==> config.mk <==
export PLATFORM = sky130hd
export DESIGN_NAME = imem_loader_flat
export DESIGN_NICKNAME = d
export VERILOG_FILES = /design/src/rtl/imem_loader_pkg.sv /design/src/rtl/imem_loader_if.sv /design/src/rtl/imem_byte_packer.sv /design/src/rtl/imem_loader.sv /design/src/flat_wrapper.sv
export SDC_FILE = /design/constraint.sdc
export NUM_CORES = 1
export LEC_CHECK = 0
export CAP_MARGIN = 20
export CORE_MARGIN = 2
export CORE_UTILIZATION = 25
export CTS_CLUSTER_DIAMETER = 120
export DETAILED_ROUTE_END_ITERATION = 8
export PLACE_DENSITY = 0.51
export SLEW_MARGIN = 20
export SYNTH_ARGS = -nofsm -noshare
export SYNTH_HDL_FRONTEND = slang
export SYNTH_HIERARCHICAL = 1
export SYNTH_SLANG_ARGS = --single-unit
==> constraint.sdc <==
create_clock -name clk -period 2.4 [get_ports clk]
set_input_delay 0.48 -clock clk [delete_from_list [all_inputs] [get_ports clk]]
set_output_delay 0.48 -clock clk [all_outputs]
set_load 0.03 [all_outputs]
==> src/rtl/imem_loader_pkg.sv <==
// Shared constants and FSM encoding for the instruction-memory loader.
package imem_loader_pkg;

   localparam int IMEM_ADDR_W    = 10;
   localparam int IMEM_DEPTH     = 1 << IMEM_ADDR_W;
   localparam int BYTES_PER_WORD = 4;

   typedef enum logic [2:0] {
      S_IDLE,
      S_RECV,
      S_WRITE,
      S_DONE,
      S_CHECK
   } state_t;

endpackage

==> src/rtl/imem_loader_if.sv <==
// Byte-stream input (valid/ready) plus instruction memory write port.
// master = loader side, slave = byte source / memory side.
interface imem_loader_if import imem_loader_pkg::*; #(
   parameter int ADDR_W = IMEM_ADDR_W
);
   logic              s_valid;
   logic [7:0]        s_data;
   logic              s_ready;
   logic              mem_we;
   logic [ADDR_W-1:0] mem_addr;
   logic [31:0]       mem_wdata;

   modport master (
      input  s_valid, s_data,
      output s_ready, mem_we, mem_addr, mem_wdata
   );

   modport slave (
      output s_valid, s_data,
      input  s_ready, mem_we, mem_addr, mem_wdata
   );
endinterface

==> src/rtl/imem_byte_packer.sv <==
// Packs accepted bytes little-endian into a 32-bit word; word_full flags the 4th byte in its accept cycle.
// Assembly register updates on the accepting edge; no backpressure of its own.
module imem_byte_packer import imem_loader_pkg::*; (
   input  logic        clk,
   input  logic        rst,
   input  logic        clear,
   input  logic        accept,
   input  logic [7:0]  data,
   output logic [31:0] word,
   output logic        word_full
);

   logic [1:0] idx;

   assign word_full = accept && (idx == 2'(BYTES_PER_WORD - 1));

   always_ff @(posedge clk or posedge rst) begin
      if (rst) begin
         idx  <= '0;
         word <= '0;
      end else if (clear) begin
         idx  <= '0;
         word <= '0;
      end else if (accept) begin
         word[{idx, 3'b000} +: 8] <= data;
         idx                      <= idx + 2'd1;
      end
   end

endmodule

==> src/rtl/imem_loader.sv <==
// Loads a byte stream into instruction memory, one word write per 4 bytes (>=5 cycles/word), core held meanwhile.
// s_ready drops during the write bubble; IMEM_LOADER_CHECKSUM_EN adds an XOR trailer check after the last word.
module imem_loader import imem_loader_pkg::*; #(
   parameter int ADDR_W    = IMEM_ADDR_W,
   parameter int BASE_ADDR = 0
) (
   input  logic            clk,
   input  logic            rst,
   input  logic            load_start,
   input  logic [ADDR_W:0] load_words,
   imem_loader_if.master   bus,
   output logic            core_hold,
   output logic            busy,
   output logic            done,
   output logic            err
);

   localparam int DEPTH = 1 << ADDR_W;

   state_t          state, state_nxt;
   logic [ADDR_W:0] remaining;
   logic [31:0]     word;
   logic            accept, word_full, last_word, len_ok, start, active_nxt;

   assign bus.s_ready = (state == S_RECV) || (state == S_CHECK);
   assign accept      = bus.s_valid && bus.s_ready;
   assign last_word   = (remaining == (ADDR_W + 1)'(1));
   assign start       = load_start && ((state == S_IDLE) || (state == S_DONE));
   // Also rejects loads that would run past the top of memory for a non-zero base.
   assign len_ok      = (load_words != '0) && ((int'(load_words) + BASE_ADDR) <= DEPTH);
   assign active_nxt  = (state_nxt != S_IDLE) && (state_nxt != S_DONE);

   imem_byte_packer u_packer (
      .clk       (clk),
      .rst       (rst),
      .clear     (start && len_ok),
      .accept    (accept),
      .data      (bus.s_data),
      .word      (word),
      .word_full (word_full)
   );

   assign bus.mem_wdata = word;

   always_ff @(posedge clk or posedge rst) begin
      if (rst) state <= S_IDLE;
      else     state <= state_nxt;
   end

   always_comb begin
      state_nxt = state;
      case (state)
         S_IDLE, S_DONE: if (start && len_ok) state_nxt = S_RECV;
         S_RECV:         if (word_full) state_nxt = S_WRITE;
         S_WRITE: begin
            if (!last_word) state_nxt = S_RECV;
`ifdef IMEM_LOADER_CHECKSUM_EN
            else            state_nxt = S_CHECK;
`else
            else            state_nxt = S_DONE;
`endif
         end
         S_CHECK:        if (word_full) state_nxt = S_DONE;
         default:        state_nxt = S_IDLE;
      endcase
   end

`ifdef IMEM_LOADER_CHECKSUM_EN
   logic [31:0] csum;

   always_ff @(posedge clk or posedge rst) begin
      if (rst) begin
         csum <= '0;
      end else if (start && len_ok) begin
         csum <= '0;
      end else if (state == S_WRITE) begin
         csum <= csum ^ word;
      end
   end
`endif

   always_ff @(posedge clk or posedge rst) begin
      if (rst) begin
         bus.mem_we   <= 1'b0;
         bus.mem_addr <= ADDR_W'(BASE_ADDR);
         remaining    <= '0;
         busy         <= 1'b0;
         core_hold    <= 1'b0;
         done         <= 1'b0;
         err          <= 1'b0;
      end else begin
         bus.mem_we <= (state_nxt == S_WRITE);
         busy       <= active_nxt;
         core_hold  <= active_nxt;
         if (start) begin
            done <= 1'b0;
            if (len_ok) begin
               err          <= 1'b0;
               remaining    <= load_words;
               bus.mem_addr <= ADDR_W'(BASE_ADDR);
            end else begin
               err <= 1'b1;
            end
         end
         if (state == S_WRITE) begin
            if (!last_word) begin
               bus.mem_addr <= bus.mem_addr + ADDR_W'(1);
               remaining    <= remaining - (ADDR_W + 1)'(1);
            end
`ifndef IMEM_LOADER_CHECKSUM_EN
            else begin
               done <= 1'b1;
            end
`endif
         end
`ifdef IMEM_LOADER_CHECKSUM_EN
         // Trailer's last byte is still on s_data in its accept cycle.
         if ((state == S_CHECK) && word_full) begin
            done <= 1'b1;
            err  <= ({bus.s_data, word[23:0]} != csum);
         end
`endif
      end
   end

endmodule

==> src/flat_wrapper.sv <==
// flat-port wrapper written by rule: the top's interface ports become plain ports
module imem_loader_flat import imem_loader_pkg::*;
#(
   parameter int ADDR_W    = IMEM_ADDR_W,
   parameter int BASE_ADDR = 0
)
  (clk, rst, load_start, load_words, core_hold, busy, done, err, bus_s_valid, bus_s_data, bus_s_ready, bus_mem_we, bus_mem_addr, bus_mem_wdata);
  imem_loader_if #(.ADDR_W(ADDR_W)) bus_i ();
  input  logic clk;
  input  logic rst;
  input  logic load_start;
  input  logic [ADDR_W:0] load_words;
  output logic core_hold;
  output logic busy;
  output logic done;
  output logic err;
  input wire logic [$bits(bus_i.s_valid)-1:0] bus_s_valid;
  input wire logic [$bits(bus_i.s_data)-1:0] bus_s_data;
  output wire logic [$bits(bus_i.s_ready)-1:0] bus_s_ready;
  output wire logic [$bits(bus_i.mem_we)-1:0] bus_mem_we;
  output wire logic [$bits(bus_i.mem_addr)-1:0] bus_mem_addr;
  output wire logic [$bits(bus_i.mem_wdata)-1:0] bus_mem_wdata;
  assign bus_i.s_valid = bus_s_valid;
  assign bus_i.s_data = bus_s_data;
  assign bus_s_ready = bus_i.s_ready;
  assign bus_mem_we = bus_i.mem_we;
  assign bus_mem_addr = bus_i.mem_addr;
  assign bus_mem_wdata = bus_i.mem_wdata;
  imem_loader #(.ADDR_W(ADDR_W), .BASE_ADDR(BASE_ADDR)) u_core (.clk(clk), .rst(rst), .load_start(load_start), .load_words(load_words), .bus(bus_i), .core_hold(core_hold), .busy(busy), .done(done), .err(err));
endmodule
==> summary.md, run 1 <==
| Metric | Value |
|---|---|
| Status | completed |
| FMAX | 436 MHz |
| R2R Path End | u_core/remaining[2] |
| Synth cell types | 56 |
| Placed cell areas | 4340 um^2 |
| Maximum fanout along the worst path | 20 |
| WL/cell | 15.4 um |
| Minimum clock period | 2.29 ns |
| DR vias | 2,725 |
| Top_reg_cell synth | dfrtp_1 |
| PwrDens | 1180 nW/um^2 |
| Nets | 419 |
| Worst-path cell chain | clkdlybuf4s50_1 > nor4_4 > and4_1 > or3_4 > inv_2 > buf_12 > or3b_4 > buf_12 > o2bb2ai_1 |
| Reg area | 1550 um^2 |
| FP Rows | 41 |
| M2 GR Usage | 19.5% |
| RSZ-0062 raised after global routing | false |
| Depth of the most critical reg-to-reg path | 7 |
| Tot Pwr | 5.56 mW |
| Die area | 14,000 um^2 |
| Initial Utilization | 25.7% |
| Worst-path clk slew | 0.06 ns |
| Slowest stage cell on the critical path | clkdlybuf4s50_1 |
| GPL Wtd Cong | 0.744 |
| Dpl ws | -0.679 ns |
| Most used cell, CP | buf_12 |
| Initial antenna violation count | 0 |
| Final WS setup | 0.108 ns |
| Fillers | 1,270 |
| Met1 Use GR | 18.2% |
| Final hold violation count | 0 |
| Post-DP HPWL | 6170 um |
| Tot GR Track Use | 13.1% |
| Finished Layout Cells | 565 |
| Largest family of logic cells by synthesized area | compound AO/OA/AOI/OAI gates |
| Mapped Cells | 296 |
| Vias in the first global route | 2,657 |
| Buffers on Ports | 70 |
| Synth Area in XOR/XNOR | 1.88% |
| Num CTS Buffers | 9 |
| Crit path capture type | flip-flop |
| Post-route cell area | 4710 um^2 |
| Max-cap violations | 0 |
| Clock Path Buffers | 2 |
| Drt pass-1 iters | 4 |
| Mean post-synth cell area | 11.0 um^2 |
| Hold path endpoint | u_core/remaining[10] |
| Width of the chip | 118 um |
| Met3 GRT Util | 4.01% |
| Grt ovf | 0 |
| Final Max Tran Viols | 0 |
| Htree depth | 3 |
| WHS | 0.482 ns |
| Int Pwr | 3.34 mW |
| CTS tree | done |
| Min-Delay Path Class | reg -> reg |
| Synth Warn # | 6 |
| Period utilization | 95.5% |
| Pin count of the biggest net entering global routing | 35 |
| Syn_nets | 327 |
| VDD IR max | 0.417 mV |
| Final setup viols | 0 |
| Setup Skew | 0.00672 ns |
| Crit path kind | in -> reg |
| Worst Path Arrival | 2.54 ns |
| Switch Pwr | 2.22 mW |
| Sw Ratio | 39.9% |
| Critical Path RT | 2.64 ns |
| Final Routed Wirelength | 8680 um |
| CTS Sinks | 62 |
| Asr flop ratio synth | 100% |
| Worst skew pair latency | 0.33 ns |
| Post-route ant nets | 0 |
| DRC Markers | 0 |
| Reg2reg start | u_core/remaining[3] |
| Worst Setup Start Kind | input pin |
| GRT busiest layer | met2 |
| Layout cell share with drive strength beyond 1 | 19.6% |
| Clock tree root buffer cell | clkbuf_16 |
| Post-Synth Simple-Gate Area | 18.2% |
| Post-synthesis mux area share | 1.84% |
| Placed Cells | 549 |
| Reg power frac | 29.1% |
| Top area cells in the synthesized netlist | dfrtp_1 (48%), a32o_1 (5.2%), o2bb2ai_2 (3.7%) |
| Post-synth EDFFs | 0 |
| Most frequent cell after synthesis | dfrtp_1 |
| Number of synthesized register bits | 62 |
| CP max stage delay | 0.46 ns |
| Synth top area share | 47.6% |
| Clock share of power | 23.8% |
| CTS Hold Bufs | 0 |
| Comb power frac | 47.1% |
| Core Region | 12,700 um^2 |
| Worst-Margin Slew | 0.489 ns |
| Relative slew slack | 67.2% |
| Synth Area in Compound Gates | 21.8% |
| Synth top cells by count | dfrtp_1 (62), nand2_1 (20), nor2_1 (20) |
| Ports | 71 |
| Routed vias/inst | 4.82 |
| DRT iter0 DRCs | 170 |
| Multi-input logic area | 1590 um^2 |
| Hold Crit Start | u_core/remaining[10] |
| Static Leak | 1.93 nW |
| Fin Setup TNS | 0 ns |
| Adder-Cell Fraction of Synth Area | 3.07% |
| R2R setup slack | 0.25 ns |
| Utilization after layout | 37.1% |
| Worst hold stages | 1 |
| Area grow syn2layout | 44.4% |
| Die H | 118 um |
| Register area share after synthesis | 47.6% |
| ANT cells | 0 |
| Yosys top cell by area | dfrtp_1 |
| First-pass GRT wire length | 14,600 um |
| Synthesized cell area | 3260 um^2 |
## worst max path at each step
| stage | startpoint | to | cells past startpoint | slack [ns] |
|---|---|---|---|---|
| finish | load_words[2] | u_core/u_packer/word[27] | 9 | 0.11 |
| global route | load_words[2] | u_core/u_packer/word[30] | 9 | 0.02 |
| CTS | load_words[3] | u_core/u_packer/word[6] | 8 | 0.0007 |
| detailed placement | load_words[0] | u_core/u_packer/word[22] | 7 | -0.68 |
| global placement | load_words[0] | u_core/u_packer/word[17] | 7 | -0.58 |
| floorplan | load_words[6] | u_core/u_packer/word[24] | 11 | 0.002 |
## kinds of logic after synthesis
family          Yosys count
simple gates            105
compound gates           76
flops                    62
buf+inv                  32
fa+ha+maj                 8
xor+xnor                  7
mux                       6
## sequential cells by signal (all words and copies together), names as in the netlist
signal / flops
u_core/u_packer/idx: 2
u_core/bus.mem_we: 1
u_core/remaining: 11
u_core/done: 1
u_core/bus.mem_addr: 10
u_core/u_packer/word: 32
u_core/busy: 1
u_core/state: 3
u_core/err: 1
## power groups by stage
stage | Sequential, mW | Combinational (mW) | Clock (mW)
after global placement | 1.63 | 2.54 | 0
after floorplan | 1.92 | 1.36 | 0
final | 1.62 | 2.62 | 1.32
after global routing | 1.67 | 2.84 | 1.41
after detailed placement | 1.63 | 2.57 | 0
after CTS | 1.62 | 2.61 | 1.36
## metal layers
| layer | wire, um | up-vias |
|---|---|---|
| li1 | - | 1306 |
| met1 | 4210 | 1315 |
| met2 | 3830 | 94 |
| met3 | 517 | 10 |
| met4 | 126 | 0 |
| met5 | 0 | - |
## worst max-delay path, delay by kind of cell
kind	cells	cell delay, ns
and+or+nand+nor	4	1.05
buffers and inverters	4	0.85
AOI/OAI and AO/OA	1	0.15
## timing repair
item                       4_1_cts  5_1_grt
gates resized for setup          5       10
buffers inserted                 0        0
gates cloned                     0        0
setup endpoints to repair       25       32
pin swaps                        2        3
## area by class of cell
cell class / count / share of cell area [%]
clock inverter: 6 / 1.49
clock buffer: 10 / 5.08
tap: 172 / 4.57
sequential: 62 / 33.0
inverter: 12 / 0.957
multi-input combinational: 202 / 33.9
timing repair buffer: 101 / 21.1
## cell usage in the layout, fill, tap and decap left out, types with 8 or more instances in the layout
cell / n
a21oi_1: 8
dfrtp_1: 62
nor3_1: 8
nor2_1: 19
o2bb2ai_2: 10
nand4b_1: 8
inv_1: 11
nand4_1: 10
ha_1: 8
a32o_1: 17
buf_4: 27
nand2_1: 20
clkdlybuf4s50_1: 65
and2_1: 10
clkbuf_16: 9
No activity file was read; power rests on OpenSTA's default activity.
==> inputs of run 2 (changes only) <==
--- a/config.mk
+++ b/config.mk
@@ -5,8 +5,6 @@
 export SDC_FILE = /design/constraint.sdc
 export NUM_CORES = 1
 export LEC_CHECK = 0
-export CAP_MARGIN = 20
-export CORE_MARGIN = 2
 export CORE_UTILIZATION = 25
 export CTS_CLUSTER_DIAMETER = 120
 export DETAILED_ROUTE_END_ITERATION = 8
==> summary.md, run 2 (same netlist as run 1, synthesis figures left out) <==
| Metric | Value |
|---|---|
| Worst Path Arrival | 2.58 ns |
| Die H | 116 um |
| DRC Markers | 0 |
| Relative slew slack | 62.8% |
| WL/cell | 15.2 um |
| FP Rows | 41 |
| Worst Setup Start Kind | input pin |
| Clock tree root buffer cell | clkbuf_16 |
| DRT iter0 DRCs | 173 |
| Post-route ant nets | 0 |
| Nets | 416 |
| CTS tree | done |
| VDD IR max | 0.393 mV |
| GPL Wtd Cong | 0.762 |
| Initial antenna violation count | 0 |
| FMAX | 429 MHz |
| Minimum clock period | 2.33 ns |
| Depth of the most critical reg-to-reg path | 5 |
| Reg2reg start | u_core/remaining[3] |
| Core Region | 12,700 um^2 |
| Max reg flops | 32 |
| Max-cap violations | 0 |
| Worst-Margin Slew | 0.555 ns |
| Num CTS Buffers | 9 |
| Tot GR Track Use | 13.7% |
| Post-route cell area | 4630 um^2 |
| Reg area | 1550 um^2 |
| Worst skew pair latency | 0.33 ns |
| Top Registers | u_core/u_packer/word x32, u_core/remaining x11, u_core/bus.mem_addr x10 |
| Maximum fanout along the worst path | 20 |
| Pin count of the biggest net entering global routing | 35 |
| R2R setup slack | 0.25 ns |
| Drt pass-1 iters | 4 |
| PwrDens | 1160 nW/um^2 |
| Final Routed Wirelength | 8520 um |
| Initial Utilization | 25.7% |
| Most flops, register | u_core/u_packer/word |
| Area grow syn2layout | 41.9% |
| Min-Delay Path Class | reg -> reg |
| Critical Path RT | 2.65 ns |
| Htree depth | 3 |
| Crit path kind | in -> reg |
| DR vias | 2,679 |
| R2R Path End | u_core/remaining[2] |
| Final hold violation count | 0 |
| RSZ-0062 raised after global routing | false |
| Static Leak | 1.90 nW |
| Utilization after layout | 36.5% |
| CTS Sinks | 62 |
| Worst-path clk slew | 0.05 ns |
| Tot Pwr | 5.36 mW |
| Grt ovf | 0 |
| Die area | 13,500 um^2 |
| Commonest non-fill, non-tap cell in the layout | clkdlybuf4s50_1 |
| Hold Crit Start | u_core/bus.mem_addr[9] |
| Final Max Tran Viols | 0 |
| Critical path startpoint | load_words[1] |
| Final setup viols | 0 |
| Hold path endpoint | u_core/bus.mem_addr[9] |
| Layout cell share with drive strength beyond 1 | 17.7% |
| Multi-input logic area | 1580 um^2 |
| Post-DP HPWL | 6090 um |
| Buffers on Ports | 70 |
| Period utilization | 97.2% |
| Setup Skew | 0.00785 ns |
| Status | completed |
| Postcts setup bufs | 0 |
| Ports | 71 |
| Routed vias/inst | 4.78 |
| Vias in the first global route | 2,656 |
| Placed cell areas | 4320 um^2 |
| Width of the chip | 116 um |
| Fin Setup TNS | 0 ns |
| WHS | 0.480 ns |
| Fillers | 1,275 |
| Worst hold stages | 1 |
| Most frequent cells in the layout | clkdlybuf4s50_1 (65), dfrtp_1 (62), buf_4 (24) |
| Clock Path Buffers | 2 |
| Crit path capture type | flip-flop |
| ANT cells | 0 |
| First-pass GRT wire length | 14,100 um |
## run 2: cell count changes in the layout (fill, tap and decap cells not counted), sizes merged
cell | before | now
bufinv | 1 | 0
clkbuf | 10 | 11
inv | 13 | 12
clkinvlp | 2 | 0
buf | 31 | 28
clkinv | 2 | 4
## run 2: critical path: stages
cell,delay (ns)
clkdlybuf4s50_1,0.46
nor4_4,0.30
and4_1,0.25
or3_4,0.14
inv_2,0.06
buf_12,0.16
or3b_4,0.41
buf_12,0.17
o2bb2ai_1,0.16
## run 2: report_power, final
group / total [mW] / switching [mW] / internal (mW)
Sequential: 1.62 / 0.280 / 1.34
Combinational: 2.57 / 1.43 / 1.14
Clock: 1.16 / 0.448 / 0.716
## run 2: final cells by class
cell class | instances | area share, %
clock inverters | 4 | 0.514
multi-input cells | 202 | 34.1
flip-flops and latches | 62 | 33.5
inverters | 12 | 0.973
well taps | 172 | 4.65
clock buffers | 11 | 5.25
repair buffers | 98 | 21.0
## run 2: repair_timing
action	4_1_cts	5_1_grt
gates cloned	0	0
setup endpoints to repair	32	33
hold buffers	0	0
pin swaps	2	3
gates resized for setup	6	6
## run 2: worst max path at each step
stage                                           to  slack, ns  cells past startpoint
after floorplan           u_core/u_packer/word[24]      0.002                     11
after global placement    u_core/u_packer/word[16]      -0.61                      7
after detailed placement  u_core/u_packer/word[19]      -0.71                      7
after CTS                 u_core/u_packer/word[29]      0.007                      9
after global routing      u_core/u_packer/word[29]      0.004                      9
final                     u_core/u_packer/word[29]       0.07                      9
## run 2: through the flow
step / worst slack (ns) / std cells
global route: 0.00351 / 561
finish: 0.0663 / 561
global placement: -0.610 / 546
floorplan: 0.00182 / 296
detailed placement: -0.712 / 546
CTS: 0.00686 / 561
## run 2: routing by layer
| layer | share of wire (%) | global-route usage [%] | vias to the layer above |
|---|---|---|---|
| li1 | - | - | 1295 |
| met1 | 48 | 17.9 | 1289 |
| met2 | 43 | 21.0 | 79 |
| met3 | 6.0 | 4.31 | 16 |
| met4 | 2.3 | 5.90 | 0 |
| met5 | 0 | 0 | - |
==> inputs of run 3 (changes only) <==
--- a/config.mk
+++ b/config.mk
@@ -6,6 +6,7 @@
 export NUM_CORES = 1
 export LEC_CHECK = 0
 export CORE_UTILIZATION = 25
+export CTS_BUF_LIST = sky130_fd_sc_hd__clkbuf_4
 export CTS_CLUSTER_DIAMETER = 120
 export DETAILED_ROUTE_END_ITERATION = 8
 export PLACE_DENSITY = 0.51
==> summary.md, run 3 (same netlist as run 1, synthesis figures left out) <==
| Metric | Value |
|---|---|
| Die H | 116 um |
| FP Rows | 41 |
| Status | completed |
| Switch Pwr | 2.08 mW |
| RSZ-0062 raised after global routing | false |
| Crit path kind | in -> reg |
| Final Max Tran Viols | 0 |
| CTS tree | done |
| Fin Setup TNS | 0 ns |
| Vias in the first global route | 2,652 |
| DRC Markers | 0 |
| Ports | 71 |
| Core Region | 12,700 um^2 |
| Nets | 416 |
| Post-DP HPWL | 6090 um |
| CTS Hold Bufs | 0 |
| GPL Wtd Cong | 0.762 |
| Layout cell share with drive strength beyond 1 | 17.2% |
| Minimum clock period | 2.31 ns |
| Die area | 13,500 um^2 |
| Pin count of the biggest net entering global routing | 35 |
| Area grow syn2layout | 36.2% |
| Max reg flops | 32 |
| Worst-Margin Slew | 0.543 ns |
| Final hold violation count | 0 |
| Drt pass-1 iters | 4 |
| Final setup viols | 0 |
| CTS Sinks | 62 |
| Comb power frac | 53.4% |
| Min-Delay Path Class | in -> reg |
| Static Leak | 1.81 nW |
| Post-route ant nets | 0 |
| Maximum fanout along the worst path | 20 |
| Worst Path Arrival | 2.65 ns |
| Tot GR Track Use | 13.5% |
| VDD IR max | 0.399 mV |
| Critical Path RT | 2.74 ns |
| Clock Path Buffers | 2 |
| Reg power frac | 34.1% |
| Worst-path clk slew | 0.11 ns |
| Clock share of power | 12.5% |
| Top Registers | u_core/u_packer/word x32, u_core/remaining x11, u_core/bus.mem_addr x10 |
| Max-cap violations | 0 |
| PwrDens | 1070 nW/um^2 |
| Worst Setup Start Kind | input pin |
| First-pass GRT wire length | 13,900 um |
| Width of the chip | 116 um |
| Clock tree root buffer cell | clkbuf_4 |
| Utilization after layout | 35.1% |
| Int Pwr | 2.66 mW |
| Routed vias/inst | 4.75 |
| WL/cell | 15.1 um |
| Setup Skew | 0.0216 ns |
| Final Routed Wirelength | 8460 um |
| ANT cells | 0 |
| Num CTS Buffers | 9 |
| Crit path capture type | flip-flop |
| Period utilization | 96.4% |
| Commonest non-fill, non-tap cell in the layout | clkdlybuf4s50_1 |
| Most flops, register | u_core/u_packer/word |
| Sw Ratio | 43.8% |
| Relative slew slack | 63.6% |
| DR vias | 2,663 |
| Initial Utilization | 25.7% |
| Postcts setup bufs | 0 |
| Buffers on Ports | 70 |
| Initial antenna violation count | 0 |
| Worst skew pair latency | 0.40 ns |
| Htree depth | 3 |
| Reg area | 1550 um^2 |
| Fillers | 1,293 |
| Most frequent cells in the layout | clkdlybuf4s50_1 (67), dfrtp_1 (62), buf_4 (24) |
| Multi-input logic area | 1570 um^2 |
| Grt ovf | 0 |
| FMAX | 432 MHz |
| DRT iter0 DRCs | 173 |
[run 3: critical path: stages]
cell and delay [ns]:
clkdlybuf4s50_1 0.46, nor4_4 0.32, and4_1 0.24, or3_1 0.15, inv_2 0.07, buf_6 0.17, or3b_1 0.43, buf_12 0.18
o2bb2ai_1 0.16
[run 3: final timing paths]
kind | to | startpoint | cells after the start | slack, ns
worst max register to register | u_core/remaining[2] | u_core/remaining[2] | 5 | 0.26
min in group asynchronous | u_core/bus.mem_addr[6] | rst | 3 | 0.47
max in group asynchronous | u_core/u_packer/word[30] | rst | 3 | 1.57
worst max-delay path | u_core/u_packer/word[29] | load_words[0] | 9 | 0.09
worst min-delay path | u_core/remaining[9] | load_words[9] | 3 | 0.45
worst min register to register | u_core/bus.mem_addr[9] | u_core/bus.mem_addr[9] | 1 | 0.49
[run 3: cell type report]
type                            count  area share (%)
Clock buffer                       10            1.69
Clock inverter                      5           0.620
Inverter                           12            1.01
Multi-Input combinational cell    202            35.4
Sequential cell                    62            34.9
Tap cell                          172            4.85
Timing Repair Buffer               98            21.5
[run 3: power groups by stage]
stage | Sequential, mW | Clock (mW) | Combinational, mW
after global routing | 1.67 | 0.675 | 2.74
after global placement | 1.64 | 0 | 2.50
after CTS | 1.62 | 0.627 | 2.53
after detailed placement | 1.63 | 0 | 2.52
final | 1.62 | 0.592 | 2.53
after floorplan | 1.92 | 0 | 1.36
[run 3: per-stage QoR]
step	setup slack, ns	hold slack, ns	power, mW	area, um^2	cells
after floorplan	0.00182	0.455	3.28	3300	296
after global placement	-0.610	0.476	4.13	4320	546
after detailed placement	-0.712	0.480	4.16	4320	546
after CTS	0.0310	0.455	4.77	4420	561
after global routing	0.0396	0.422	5.08	4440	561
final	0.0862	0.447	4.74	4440	561
[run 3: layer usage]
layer | vias to the layer above | GRT usage, % | share of wire [%]
met5 | - | 0 | 0
met3 | 8 | 4.15 | 6.5
met4 | 0 | 5.64 | 1.6
li1 | 1294 | - | -
met2 | 84 | 20.7 | 44
met1 | 1277 | 17.7 | 48
[run 3: what timing repair did]
action / CTS / global route
resized for setup: 2 / 4
endpoints found under the setup margin: 9 / 32
pin swaps: 0 / 2
